`config.mk`:
```
export PLATFORM = sky130hd
export DESIGN_NAME = shift_receiver
export DESIGN_NICKNAME = d
export VERILOG_FILES = /design/src/rtl/shift_rx_pkg.sv /design/src/rtl/shift_receiver_sync_edge.sv /design/src/rtl/shift_receiver.sv
export SDC_FILE = /design/constraint.sdc
export NUM_CORES = 1
export LEC_CHECK = 0
export ABC_CLOCK_PERIOD_IN_PS = 1960
export CAP_MARGIN = 0
export CORE_ASPECT_RATIO = 2
export CORE_MARGIN = 3
export CORE_UTILIZATION = 45
export DETAILED_ROUTE_END_ITERATION = 8
export DONT_BUFFER_PORTS = 1
export GPL_TIMING_DRIVEN = 1
export SKIP_LAST_GASP = 1
export SLEW_MARGIN = 20
export SYNTH_ARGS = -nofsm -noshare
export SYNTH_HDL_FRONTEND = slang
export SYNTH_SLANG_ARGS = --single-unit
```
`constraint.sdc`:
```
create_clock -name clk_in -period 1.96 [get_ports clk_in]
set_input_delay 0.294 -clock clk_in [delete_from_list [all_inputs] [get_ports clk_in]]
set_output_delay 0.294 -clock clk_in [all_outputs]
set_load 0.05 [all_outputs]
```
`src/rtl/shift_rx_pkg.sv`:
```
// Shared types for the shift-link receiver.
// Holds the FSM state enum and the default synchronizer depth.
package shift_rx_pkg;

    typedef enum logic {
        RX_IDLE  = 1'b0,
        RX_SHIFT = 1'b1
    } rx_state_t;

    localparam int SYNC_STAGES_DEFAULT = 2;

endpackage

```
`src/rtl/shift_receiver_sync_edge.sv`:
```
// Multi-flop synchronizer with a history flop for edge detection.
// Edge outputs are valid for exactly one i_clk cycle.
module sync_edge
    import shift_rx_pkg::*;
#(
    parameter int   SYNC_STAGES = SYNC_STAGES_DEFAULT,
    parameter logic RST_VAL     = 1'b0
) (
    input  logic i_clk,
    input  logic i_rst_n,
    input  logic i_async,
    output logic o_level,
    output logic o_rise,
    output logic o_fall
);

    logic [SYNC_STAGES-1:0] r_sync;
    logic                   r_hist;

    always_ff @(posedge i_clk or negedge i_rst_n) begin
        if (!i_rst_n) begin
            r_sync <= {SYNC_STAGES{RST_VAL}};
            r_hist <= RST_VAL;
        end else begin
            r_sync <= {r_sync[SYNC_STAGES-2:0], i_async};
            r_hist <= r_sync[SYNC_STAGES-1];
        end
    end

    assign o_level = r_sync[SYNC_STAGES-1];
    assign o_rise  = o_level & ~r_hist;
    assign o_fall  = ~o_level & r_hist;

endmodule

```
`src/rtl/shift_receiver.sv`:
```
// Serial-to-parallel responder for the 3-wire shift link, valid/ready output.
// Define SHIFT_RX_REPLY_EN to add the tx_data_in/sdata_out reply path.
module shift_receiver
    import shift_rx_pkg::*;
#(
    parameter int WIDTH       = 8,
    parameter int SYNC_STAGES = SYNC_STAGES_DEFAULT
) (
    input  logic             clk_in,
    input  logic             reset_in,
    input  logic             sclk_in,
    input  logic             cs_n_in,
    input  logic             sdata_in,
    output logic [WIDTH-1:0] data_out,
    output logic             data_valid_out,
    input  logic             data_ready_in,
    output logic             overrun_out,
    output logic             busy_out
`ifdef SHIFT_RX_REPLY_EN
    ,
    input  logic [WIDTH-1:0] tx_data_in,
    output logic             sdata_out
`endif
);

    localparam int            CW       = $clog2(WIDTH + 1);
    localparam logic [CW-1:0] CNT_MAX  = CW'(WIDTH);
    localparam logic [CW-1:0] CNT_LAST = CW'(WIDTH - 1);

    rx_state_t        r_state;
    rx_state_t        w_state_nxt;
    logic [CW-1:0]    r_cnt;
    logic [CW-1:0]    w_cnt_nxt;
    logic [WIDTH-1:0] r_shift;
    logic [WIDTH-1:0] r_hold;
    logic             r_valid;
    logic             r_ovr;

    logic w_sclk_lvl;
    logic w_sclk_rise;
    logic w_sclk_fall;
    logic w_cs_lvl;
    logic w_cs_rise;
    logic w_cs_fall;
    logic w_sd;
    logic w_sd_rise;
    logic w_sd_fall;
    logic w_done;
    logic w_sample;
    logic w_accept;
    logic w_unused_bits;

    sync_edge #(.SYNC_STAGES(SYNC_STAGES), .RST_VAL(1'b0)) u_sclk (
        .i_clk   (clk_in),
        .i_rst_n (reset_in),
        .i_async (sclk_in),
        .o_level (w_sclk_lvl),
        .o_rise  (w_sclk_rise),
        .o_fall  (w_sclk_fall)
    );

    // cs_n idles high, so reset its synchronizer high to avoid a false edge.
    sync_edge #(.SYNC_STAGES(SYNC_STAGES), .RST_VAL(1'b1)) u_cs (
        .i_clk   (clk_in),
        .i_rst_n (reset_in),
        .i_async (cs_n_in),
        .o_level (w_cs_lvl),
        .o_rise  (w_cs_rise),
        .o_fall  (w_cs_fall)
    );

    sync_edge #(.SYNC_STAGES(SYNC_STAGES), .RST_VAL(1'b0)) u_sd (
        .i_clk   (clk_in),
        .i_rst_n (reset_in),
        .i_async (sdata_in),
        .o_level (w_sd),
        .o_rise  (w_sd_rise),
        .o_fall  (w_sd_fall)
    );

`ifdef SHIFT_RX_REPLY_EN
    assign w_unused_bits = ^{w_sclk_lvl, w_cs_lvl, w_sd_rise, w_sd_fall};
`else
    assign w_unused_bits = ^{w_sclk_lvl, w_cs_lvl, w_sd_rise, w_sd_fall,
                             w_sclk_fall};
`endif

    assign w_done   = (r_cnt == CNT_MAX);
    assign w_sample = (r_state == RX_SHIFT) && w_sclk_rise && !w_done;
    assign w_accept = r_valid && data_ready_in;

    always_comb begin
        w_state_nxt = r_state;
        w_cnt_nxt   = r_cnt;
        unique case (r_state)
            RX_IDLE: begin
                w_cnt_nxt = '0;
                if (w_cs_fall) begin
                    w_state_nxt = RX_SHIFT;
                end
            end
            RX_SHIFT: begin
                if (w_done) begin
                    w_cnt_nxt = '0;
                end else if (w_sample) begin
                    w_cnt_nxt = r_cnt + 1'b1;
                end
                // A final bit landing with cs_n rise still completes its word.
                if (w_cs_rise) begin
                    w_state_nxt = RX_IDLE;
                    if (!(w_sample && r_cnt == CNT_LAST)) begin
                        w_cnt_nxt = '0;
                    end
                end
            end
            default: begin
                w_state_nxt = RX_IDLE;
                w_cnt_nxt   = '0;
            end
        endcase
    end

    always_ff @(posedge clk_in or negedge reset_in) begin
        if (!reset_in) begin
            r_state <= RX_IDLE;
            r_cnt   <= '0;
        end else begin
            r_state <= w_state_nxt;
            r_cnt   <= w_cnt_nxt;
        end
    end

    always_ff @(posedge clk_in or negedge reset_in) begin
        if (!reset_in) begin
            r_shift <= '0;
        end else if (w_sample) begin
            r_shift <= {r_shift[WIDTH-2:0], w_sd};
        end
    end

    always_ff @(posedge clk_in or negedge reset_in) begin
        if (!reset_in) begin
            r_hold  <= '0;
            r_valid <= 1'b0;
            r_ovr   <= 1'b0;
        end else begin
            r_ovr <= 1'b0;
            if (w_done) begin
                if (!r_valid || data_ready_in) begin
                    r_hold  <= r_shift;
                    r_valid <= 1'b1;
                end else begin
                    r_ovr <= 1'b1;
                end
            end else if (w_accept) begin
                r_valid <= 1'b0;
            end
        end
    end

    assign data_out       = r_valid ? r_hold : '0;
    assign data_valid_out = r_valid;
    assign overrun_out    = r_ovr;
    assign busy_out       = (r_state == RX_SHIFT);

`ifdef SHIFT_RX_REPLY_EN
    logic [WIDTH-1:0] r_tx;

    // The sclk fall right after a word boundary must not shift the reload.
    always_ff @(posedge clk_in or negedge reset_in) begin
        if (!reset_in) begin
            r_tx <= '0;
        end else if ((r_state == RX_IDLE && w_cs_fall) || w_done) begin
            r_tx <= tx_data_in;
        end else if (r_state == RX_SHIFT && w_sclk_fall && r_cnt != '0) begin
            r_tx <= {r_tx[WIDTH-2:0], 1'b0};
        end
    end

    assign sdata_out = (r_state == RX_SHIFT) && r_tx[WIDTH-1];
`endif

endmodule
```
==> summary.json, run 1 <==
{
  "grt_first_pass_wirelength_um": 3440,
  "power-per-cell-area_nw_per_um2": 966,
  "finish.net_count": 113,
  "cts_setup_buffers": 0,
  "timing.hold.worst.class": "in2reg",
  "final_layout_size_suffix_gt1_share_pct": 33.0,
  "final.period_utilization_pct": 80.1,
  "synth.cell_area_um2": 1260,
  "post_synth.cell_area_avg_um2": 13.9,
  "floorplan.io_pins": 17,
  "remaining_drc_errors": 0,
  "cp.arrival_ns": 1.73,
  "status": "finished, final reports clean",
  "layoutNonFillerInstCount": 134,
  "max_cap_viol_count": 0,
  "grt_start_max_net_pins": 32,
  "synth_sequential_area_ratio_pct": 61.7,
  "cts_root_buf": "sky130_fd_sc_hd__clkbuf_8",
  "initial_core_util_pct": 48.6,
  "fp.dieArea_um2": 3520,
  "antenna_found_initial": 0,
  "clock_latency_ns": 0.28,
  "clock_tree_from_tritoncts": "yes",
  "floorplan.die.height_um": 80.9,
  "start_kind": "flop",
  "ys_top_cells_by_area": "sky130_fd_sc_hd__dfrtp_1 55%, sky130_fd_sc_hd__mux2_4 9.5%, sky130_fd_sc_hd__mux2_2 7.1%",
  "dp.final_hpwl_um": 1420,
  "dr.pass1.iters": 4,
  "fp.coreArea_um2": 2600,
  "report.final.setup_viol": 0,
  "n_antenna_cell": 0,
  "globalRouteTotalUtil_pct": 13.7,
  "achievable-frequency_ghz": 0.637,
  "timing.critical_path.to_type": "flop",
  "placementRows": 26,
  "place_inst": 123,
  "timing_max_transition_violations_final": 0,
  "place.gp.congestion": 0.800,
  "total_leakage_power_uw": 0.000683,
  "critical_path.max_fanout": 8,
  "critPathRequiredTime_ns": 2.12,
  "worst_slew_margin_relative_to_its_limit_pct": 67.6,
  "syn_inst": 91,
  "synth.largest_area_cell": "sky130_fd_sc_hd__dfrtp_1",
  "detailed_route_iter0_violations": 7,
  "yosys_warnings": 0,
  "ys_ff_latch": 31,
  "first_global_vias": 774,
  "yosysTopAreaCellShare_pct": 55.4,
  "criticalPathCategory": "reg2reg",
  "period_needed_ns": 1.57,
  "io_buffer_count": 0,
  "synthesis_to_layout_area_growth_pct": 15.4,
  "avgViaCountPerCell": 5.39,
  "global_route.overflow_total": 0,
  "vdd_ir_drop_max_mv": 0.698,
  "max_slew.worst_pin.slew_ns": 0.489,
  "clock_transition_at_the_registers_of_the_reported_paths_ns": 0.06,
  "numCtsBuffers": 5,
  "die-width_um": 43.5,
  "synth_adder_area_share_pct": 1.98,
  "final_core_utilization_pct": 56.1,
  "cts_max_path_buffers": 2,
  "hold_violations": 0,
  "synth-simple-area-share_pct": 11.5,
  "synth_top_family_by_area": "multiplexers",
  "wire_per_inst_um": 14.9,
  "synth.distinct_cells": 24,
  "layout_commonest_cell": "sky130_fd_sc_hd__dfrtp_1",
  "highest_count_cells_in_the_layout_ignoring_fill_and_taps": "28 x sky130_fd_sc_hd__dfrtp_1, 8 x sky130_fd_sc_hd__and2_1, 8 x sky130_fd_sc_hd__mux2_4, 8 x sky130_fd_sc_hd__mux2_2",
  "timing.setup.tns_ns": 0,
  "synth_compound_gate_area_share_pct": 4.75,
  "synth_xor_xnor_area_share_pct": 0.693,
  "muxShareOfSynthArea_pct": 16.6,
  "antenna_left": 0,
  "ctsHtreeMaxLevel": 2,
  "drt-total-wl_um": 2000,
  "rsz0062_at_grt": "no",
  "syn-num-nets": 99,
  "routed-via-count": 722,
  "clock-skew-final_ns": 0.00774,
  "postcts_resize_cnt": 0,
  "cts.sink_count": 31
}
[power by group]
group          internal (µW)  switching (µW)  leakage (µW)
sequential               726            56.2      0.000396
combinational           75.9            53.2      0.000239
clock                    282             216     0.0000482
total                   1080             325      0.000683
[state kept, by name (all words and copies together) (netlist names)]
register,count
r_hold,8
r_shift,8
r_cnt,4
u_cs.r_sync,2
u_sclk.r_sync,2
u_sd.r_sync,2
busy_out,1
data_valid_out,1
overrun_out,1
u_cs.r_hist,1
u_sclk.r_hist,1
[area by class of cell]
type / count / area, µm²
Inverter: 5 / 18.8
Sequential cell: 31 / 779
Timing Repair Buffer: 9 / 85.1
Multi-Input combinational cell: 53 / 449
Clock buffer: 7 / 86.3
Clock inverter: 1 / 5.00
Tap cell: 28 / 35.0
Fill cell: 238 / 1140
[cell usage after synthesis]
cell type                  number
sky130_fd_sc_hd__or3_1          1
sky130_fd_sc_hd__dfrtp_1       28
sky130_fd_sc_hd__ha_1           2
sky130_fd_sc_hd__nand3_1        3
sky130_fd_sc_hd__o21ai_0        5
sky130_fd_sc_hd__a211oi_1       2
sky130_fd_sc_hd__nand2_1        3
sky130_fd_sc_hd__buf_2          1
sky130_fd_sc_hd__nor3_1         1
sky130_fd_sc_hd__and2_4         1
sky130_fd_sc_hd__nand3b_1       2
sky130_fd_sc_hd__mux2_4         8
sky130_fd_sc_hd__buf_6          1
sky130_fd_sc_hd__o311a_1        1
sky130_fd_sc_hd__a21oi_1        2
sky130_fd_sc_hd__nor2_1         1
sky130_fd_sc_hd__inv_1          5
sky130_fd_sc_hd__xnor2_1        1
sky130_fd_sc_hd__nand2b_1       1
sky130_fd_sc_hd__nand2_2        1
sky130_fd_sc_hd__dfstp_2        3
sky130_fd_sc_hd__and2_1         8
sky130_fd_sc_hd__mux2_2         8
sky130_fd_sc_hd__and3b_1        2
[logic make-up after synthesis]
logic type	Yosys count
flops	31
compound gates	10
mux	16
fa+ha+maj	2
buf+inv	7
simple gates	24
xor+xnor	1
[worst max-delay path: stages, from the launching register on]
cell	delay, ns
sky130_fd_sc_hd__dfrtp_1	0.42
sky130_fd_sc_hd__inv_1	0.07
sky130_fd_sc_hd__ha_1	0.19
sky130_fd_sc_hd__nand3b_1	0.19
sky130_fd_sc_hd__nand2_2	0.23
sky130_fd_sc_hd__mux2_2	0.36
[routing by layer]
| layer | wire, µm | GRT usage [%] |
|---|---|---|
| met5 | 0 | 0 |
| met3 | 107 | 4.66 |
| met4 | 48 | 9.67 |
| met2 | 1080 | 22.4 |
| met1 | 755 | 14.3 |
[stage by stage]
stage / power, µW / area (µm²) / hold slack [ns] / setup slack [ns]
global placement: 900 / 1330 / -0.000927 / 0.472
CTS: 1440 / 1450 / 0.00358 / 0.382
global route: 1490 / 1460 / 0.0303 / 0.305
floorplan: 874 / 1260 / -0.00159 / 0.399
finish: 1410 / 1460 / 0.0482 / 0.389
detailed placement: 910 / 1330 / -0.000743 / 0.398
[path summary, 6_finish.rpt]
check	startpoint	endpoint	slack, ns	depth (start not counted)
worst max-delay path	r_cnt[0]$_DFF_PN0_	r_shift[1]$_DFFE_PN0N_	0.39	5
worst min-delay path	sclk_in	u_sclk.r_sync[0]$_DFF_PN0_	0.05	0
worst max register to register	r_cnt[0]$_DFF_PN0_	r_shift[1]$_DFFE_PN0N_	0.39	5
worst min register to register	u_sd.r_sync[0]$_DFF_PN0_	u_sd.r_sync[1]$_DFF_PN0_	0.35	0
max in group asynchronous	reset_in	u_cs.r_sync[0]$_DFF_PN1_	1.27	2
min in group asynchronous	reset_in	r_hold[7]$_DFFE_PN0P_	0.45	2
[what timing repair did]
action                     4_1_cts  5_1_grt
hold endpoints to repair        31        1
setup endpoints to repair        0        0
hold buffers                     2        1
No activity file was read; power rests on OpenSTA's default activity.
==> run 2: changes to the inputs <==
- ABC_CLOCK_PERIOD_IN_PS: 1960 -> 1340
- clock period: 1.96 -> 1.34 ns (I/O delays scaled with it)
==> run 2 against run 1 <==
The flow now finishes with violations (setup timing). Flip-flop and latch count unchanged. Sequential power increased by 47%. Power increased by 59%. Wire length increased by 3.0%. Critical endpoint is now r_hold[4]$_DFFE_PN0P_. Largest cell class unchanged.
==> summary.json, run 2 (same netlist as run 1, synthesis figures left out) <==
{
  "remaining_drc_errors": 0,
  "die-width_um": 43.5,
  "antenna_found_initial": 0,
  "max_cap_viol_count": 0,
  "ctsHtreeMaxLevel": 2,
  "dp.final_hpwl_um": 1410,
  "crit_chain": "inv_1 -> ha_2 -> and3b_1 -> and2_4 -> mux2_4",
  "worst_slew_margin_relative_to_its_limit_pct": 70.6,
  "layout_commonest_cell": "sky130_fd_sc_hd__dfrtp_1",
  "total_leakage_power_uw": 0.000801,
  "clock-skew-final_ns": 0.00777,
  "report.final.setup_viol": 16,
  "floorplan.io_pins": 17,
  "floorplan.die.height_um": 80.9,
  "timing_max_transition_violations_final": 0,
  "antenna_left": 0,
  "dpl-instance-area_um2": 1520,
  "drt-total-wl_um": 2060,
  "hold_violations": 0,
  "timing.hold.worst.class": "in2reg",
  "gr-usage-met3_pct": 3.55,
  "first_global_vias": 833,
  "grt_first_pass_wirelength_um": 3590,
  "r2r_start": "r_cnt[1]$_DFF_PN0_",
  "groute.layer.met2.usage_pct": 22.3,
  "grt_most_used_layer": "met2",
  "status": "finished with violations",
  "setup_ws_ns": -0.124,
  "clock_tree_from_tritoncts": "yes",
  "final_layout_size_suffix_gt1_share_pct": 44.9,
  "critical_path.max_fanout": 8,
  "achievable-frequency_ghz": 0.683,
  "clock_latency_ns": 0.28,
  "final.period_utilization_pct": 109,
  "final_instance_area_um2": 1730,
  "avgViaCountPerCell": 5.26,
  "failed_checks": "setup timing",
  "io_buffer_count": 0,
  "fp.dieArea_um2": 3520,
  "period_needed_ns": 1.46,
  "finish.net_count": 125,
  "multi_input_area_um2": 512,
  "fillers": 195,
  "dr.pass1.iters": 2,
  "final_core_utilization_pct": 66.5,
  "start_kind": "flop",
  "n_antenna_cell": 0,
  "crit_path_start": "r_cnt[1]$_DFF_PN0_",
  "detailed_route_iter0_violations": 6,
  "grt_start_max_net_pins": 32,
  "highest_count_cells_in_the_layout_ignoring_fill_and_taps": "26 x sky130_fd_sc_hd__dfrtp_1, 16 x sky130_fd_sc_hd__mux2_4, 9 x sky130_fd_sc_hd__buf_12, 8 x sky130_fd_sc_hd__buf_4",
  "criticalPathCategory": "reg2reg",
  "clock_transition_at_the_registers_of_the_reported_paths_ns": 0.07,
  "place.gp.congestion": 0.734,
  "seqCellArea_um2": 782,
  "max_slew.worst_pin.slew_ns": 0.441,
  "critPathSlowestCell": "sky130_fd_sc_hd__dfrtp_1",
  "cp.arrival_ns": 1.63,
  "globalRouteTotalUtil_pct": 13.9,
  "wire_per_inst_um": 14.1,
  "grt_use_met1_pct": 15.7,
  "placementRows": 26,
  "vdd_ir_drop_max_mv": 1.27,
  "power-per-cell-area_nw_per_um2": 1300,
  "global_route.overflow_total": 0,
  "cts_root_buf": "sky130_fd_sc_hd__clkbuf_8",
  "layout_top_registers": "r_hold (8), r_shift (8), r_cnt (4)",
  "initial_core_util_pct": 48.6,
  "timing.critical_path.to_type": "flop",
  "critPathRequiredTime_ns": 1.50,
  "cts_setup_buffers": 0,
  "cts.sink_count": 31,
  "fp.coreArea_um2": 2600,
  "cpPeakStageDelay_ns": 0.38,
  "synthesis_to_layout_area_growth_pct": 37.0,
  "hold_path.startpoint": "data_ready_in",
  "rsz0062_at_grt": "yes",
  "numCtsBuffers": 5,
  "power_uw": 2240,
  "cts_max_path_buffers": 2,
  "routed-via-count": 768
}
-- run 2: power by group --
group          switching, µW  internal (µW)
registers               88.2           1060
logic                   95.7            186
clock network            345            467
-- run 2: what timing repair did --
item | 4_1_cts | 5_1_grt
setup endpoints to repair | 27 | 18
pin swaps | 2 | 2
resized for setup | 12 | 0
endpoints found under the hold margin | 34 | 0
hold buffers | 5 | 0
-- run 2: critical path, delay by kind of cell (launching register included) --
kind	cells	cell delay (ns)
flip-flops	1	0.38
adder cells (fa/ha/maj)	1	0.19
multiplexers	1	0.31
AND/OR/NAND/NOR	2	0.40
buffers and inverters	1	0.06
-- run 2: path summary, 6_finish.rpt --
kind,slack [ns],cells after the start,endpoint
max,-0.12,5,r_hold[4]$_DFFE_PN0P_
min,0.13,2,overrun_out$_DFF_PN0_
max reg2reg,-0.12,5,r_hold[4]$_DFFE_PN0P_
min reg2reg,0.35,0,u_sd.r_sync[1]$_DFF_PN0_
max in group asynchronous,0.74,2,u_cs.r_sync[0]$_DFF_PN1_
min in group asynchronous,0.36,2,r_shift[4]$_DFFE_PN0N_
-- run 2: per-layer routing --
layer / share of wire (%) / vias to the layer above
li1: - / 360
met1: 42 / 387
met2: 51 / 17
met3: 4.0 / 4
met4: 2.8 / 0
met5: 0 / -
-- run 2: area by class of cell --
| type | instances | area share (%) |
|---|---|---|
| clock inverter | 1 | 0.434 |
| timing repair buffer | 21 | 16.2 |
| sequential | 31 | 45.2 |
| multi-input combinational | 53 | 29.6 |
| tap | 28 | 2.02 |
| inverter | 5 | 1.08 |
| clock buffer | 7 | 5.56 |
-- run 2: per-stage QoR --
step | cells | TNS [ns] | hold slack, ns | setup WS, ns
finish | 146 | -1.27 | 0.135 | -0.124
global route | 146 | -2.32 | 0.150 | -0.181
CTS | 146 | -1.29 | 0.131 | -0.118
detailed placement | 134 | -1.17 | -0.0937 | -0.101
global placement | 134 | -0.687 | -0.0936 | -0.0725
floorplan | 91 | -1.47 | -0.0946 | -0.114
==> run 3: changes to the inputs <==
- ABC_CLOCK_PERIOD_IN_PS: 1340 -> 1190
- CORE_UTILIZATION: 45 -> 35
- GPL_ROUTABILITY_DRIVEN: not set -> 0
- clock period: 1.34 -> 1.19 ns (I/O delays scaled with it)
==> run 3 against run 2 <==
The run still ends with setup timing left. Flip-flop and latch count stayed put. Core utilization is 17 points lower. Non-clock buffer count stayed put. Largest power group unchanged.
==> summary.json, run 3 (same netlist as run 1, synthesis figures left out) <==
{
  "n_antenna_cell": 0,
  "layout_commonest_cell": "sky130_fd_sc_hd__dfrtp_1",
  "max_slew.worst_pin.slew_ns": 0.455,
  "r2r_start": "r_cnt[1]$_DFF_PN0_",
  "wire_per_inst_um": 13.7,
  "floorplan.io_pins": 17,
  "critPathSlowestCell": "sky130_fd_sc_hd__dfrtp_1",
  "floorplan.die.height_um": 91.0,
  "final.period_utilization_pct": 122,
  "period_needed_ns": 1.45,
  "grt_first_pass_wirelength_um": 3680,
  "cts_max_path_buffers": 2,
  "globalRouteTotalUtil_pct": 11.1,
  "failed_checks": "setup timing",
  "worst_slew_margin_relative_to_its_limit_pct": 69.7,
  "detailed_route_iter0_violations": 18,
  "placementRows": 30,
  "start_kind": "flop",
  "whs_path_depth": 3,
  "reg2reg_setup_slack_ns": -0.26,
  "timing.critical_path.to_type": "flop",
  "hold_path_end": "overrun_out$_DFF_PN0_",
  "critical-path-top-delay-family": "simple AND/OR/NAND/NOR gates",
  "hold_path.startpoint": "data_ready_in",
  "fp.dieArea_um2": 4410,
  "first_global_vias": 816,
  "critical_path.reg2reg.endpoint": "r_hold[5]$_DFFE_PN0P_",
  "dr.pass1.iters": 4,
  "clock_latency_ns": 0.28,
  "die-width_um": 48.5,
  "initial_core_util_pct": 37.0,
  "finish.net_count": 125,
  "max_cap_viol_count": 0,
  "critPathRequiredTime_ns": 1.35,
  "ctsHtreeMaxLevel": 2,
  "io_buffer_count": 0,
  "routed-via-count": 776,
  "total_leakage_power_uw": 0.000784,
  "vdd_ir_drop_max_mv": 0.904,
  "avgViaCountPerCell": 4.67,
  "clock-skew-final_ns": 0.00482,
  "grt_start_max_net_pins": 32,
  "global_route.overflow_total": 0,
  "power_uw": 2390,
  "highest_count_cells_in_the_layout_ignoring_fill_and_taps": "26 x sky130_fd_sc_hd__dfrtp_1, 16 x sky130_fd_sc_hd__mux2_4, 12 x sky130_fd_sc_hd__buf_4, 9 x sky130_fd_sc_hd__and2_4",
  "cpPeakStageDelay_ns": 0.38,
  "final_layout_size_suffix_gt1_share_pct": 51.7,
  "fillers": 292,
  "hold_violations": 0,
  "worst-path-buf-inv": 1,
  "cts_root_buf": "sky130_fd_sc_hd__clkbuf_8",
  "numCtsBuffers": 5,
  "crit_chain": "inv_1 -> ha_2 -> and3b_1 -> and2_4 -> mux2_4",
  "rsz0062_at_grt": "yes",
  "remaining_drc_errors": 0,
  "clock_tree_from_tritoncts": "yes",
  "clock_transition_at_the_registers_of_the_reported_paths_ns": 0.06,
  "antenna_found_initial": 0,
  "power-per-cell-area_nw_per_um2": 1430,
  "cp.arrival_ns": 1.61,
  "achievable-frequency_ghz": 0.690,
  "timing_max_transition_violations_final": 0,
  "critical_path.max_fanout": 8,
  "dp.final_hpwl_um": 1550,
  "layout_top_registers": "r_hold (8), r_shift (8), r_cnt (4)",
  "cts.sink_count": 31,
  "antenna_left": 0,
  "fp.coreArea_um2": 3420,
  "drt-total-wl_um": 2270,
  "report.final.setup_viol": 27,
  "criticalPathCategory": "reg2reg",
  "timing.hold.worst.class": "in2reg",
  "synthesis_to_layout_area_growth_pct": 32.6,
  "setup_ws_ns": -0.258,
  "final_core_utilization_pct": 49.0,
  "status": "finished with violations",
  "ff2ff_path_depth": 5
}
==> run 3: cell types whose count changed in the layout (fill, tap and decap cells not counted), sizes merged <==
cell      before  now
clkinvlp       1    0
clkinv         0    1
==> run 3: where the power goes <==
part           switching (µW)  total, µW  internal [µW]
registers                 103       1300           1200
clock network             346        755            409
logic                     114        339            225
==> run 3: final cells by class <==
cell class	count	area, µm²	share of cell area [%]
clock buffer	7	76.3	4.56
clock inverter	1	5.00	0.299
inverter	5	18.8	1.12
multi-input combinational	53	538	32.1
sequential	31	782	46.7
tap	48	60.1	3.58
timing repair buffer	21	195	11.7
==> run 3: worst max path at each step <==
stage / to / cells after the start / from
after floorplan: r_hold[0]$_DFFE_PN0P_ / 6 / r_cnt[0]$_DFF_PN0_
after CTS: r_hold[6]$_DFFE_PN0P_ / 5 / r_cnt[1]$_DFF_PN0_
after global placement: r_hold[1]$_DFFE_PN0P_ / 5 / r_cnt[1]$_DFF_PN0_
final: r_hold[5]$_DFFE_PN0P_ / 5 / r_cnt[1]$_DFF_PN0_
after global routing: r_hold[5]$_DFFE_PN0P_ / 5 / r_cnt[0]$_DFF_PN0_
after detailed placement: r_hold[5]$_DFFE_PN0P_ / 5 / r_cnt[1]$_DFF_PN0_
==> run 3: what timing repair did <==
action	CTS	global route
pin swaps	5	3
setup buffers	0	1
hold buffers	5	0
gates resized for setup	20	7
endpoints found under the hold margin	34	0
cloned	0	1
endpoints found under the setup margin	29	29
==> run 3: tightest hold or removal path: cells and delay by family <==
| family | cells | cell delay, ns |
|---|---|---|
| buffers and inverters | 1 | 0.12 |
| AND/OR/NAND/NOR | 2 | 0.14 |
==> run 3: per-stage QoR <==
step | worst slack [ns] | area [µm²] | TNS (ns) | hold slack [ns] | std cells
3_5_place_dp | -0.256 | 1440 | -4.00 | -0.116 | 151
6_report | -0.258 | 1680 | -4.02 | 0.203 | 166
4_1_cts | -0.265 | 1640 | -4.42 | 0.206 | 164
2_1_floorplan | -0.264 | 1300 | -4.06 | -0.117 | 91
3_3_place_gp | -0.238 | 1440 | -3.80 | -0.116 | 151
5_1_grt | -0.311 | 1680 | -5.48 | 0.218 | 166
==> run 3: metal layers <==
metal	share of wire [%]	global-route usage, %
met2	56	18.4
met4	3.2	7.84
met5	0	0
met1	37	11.6
met3	3.8	3.61
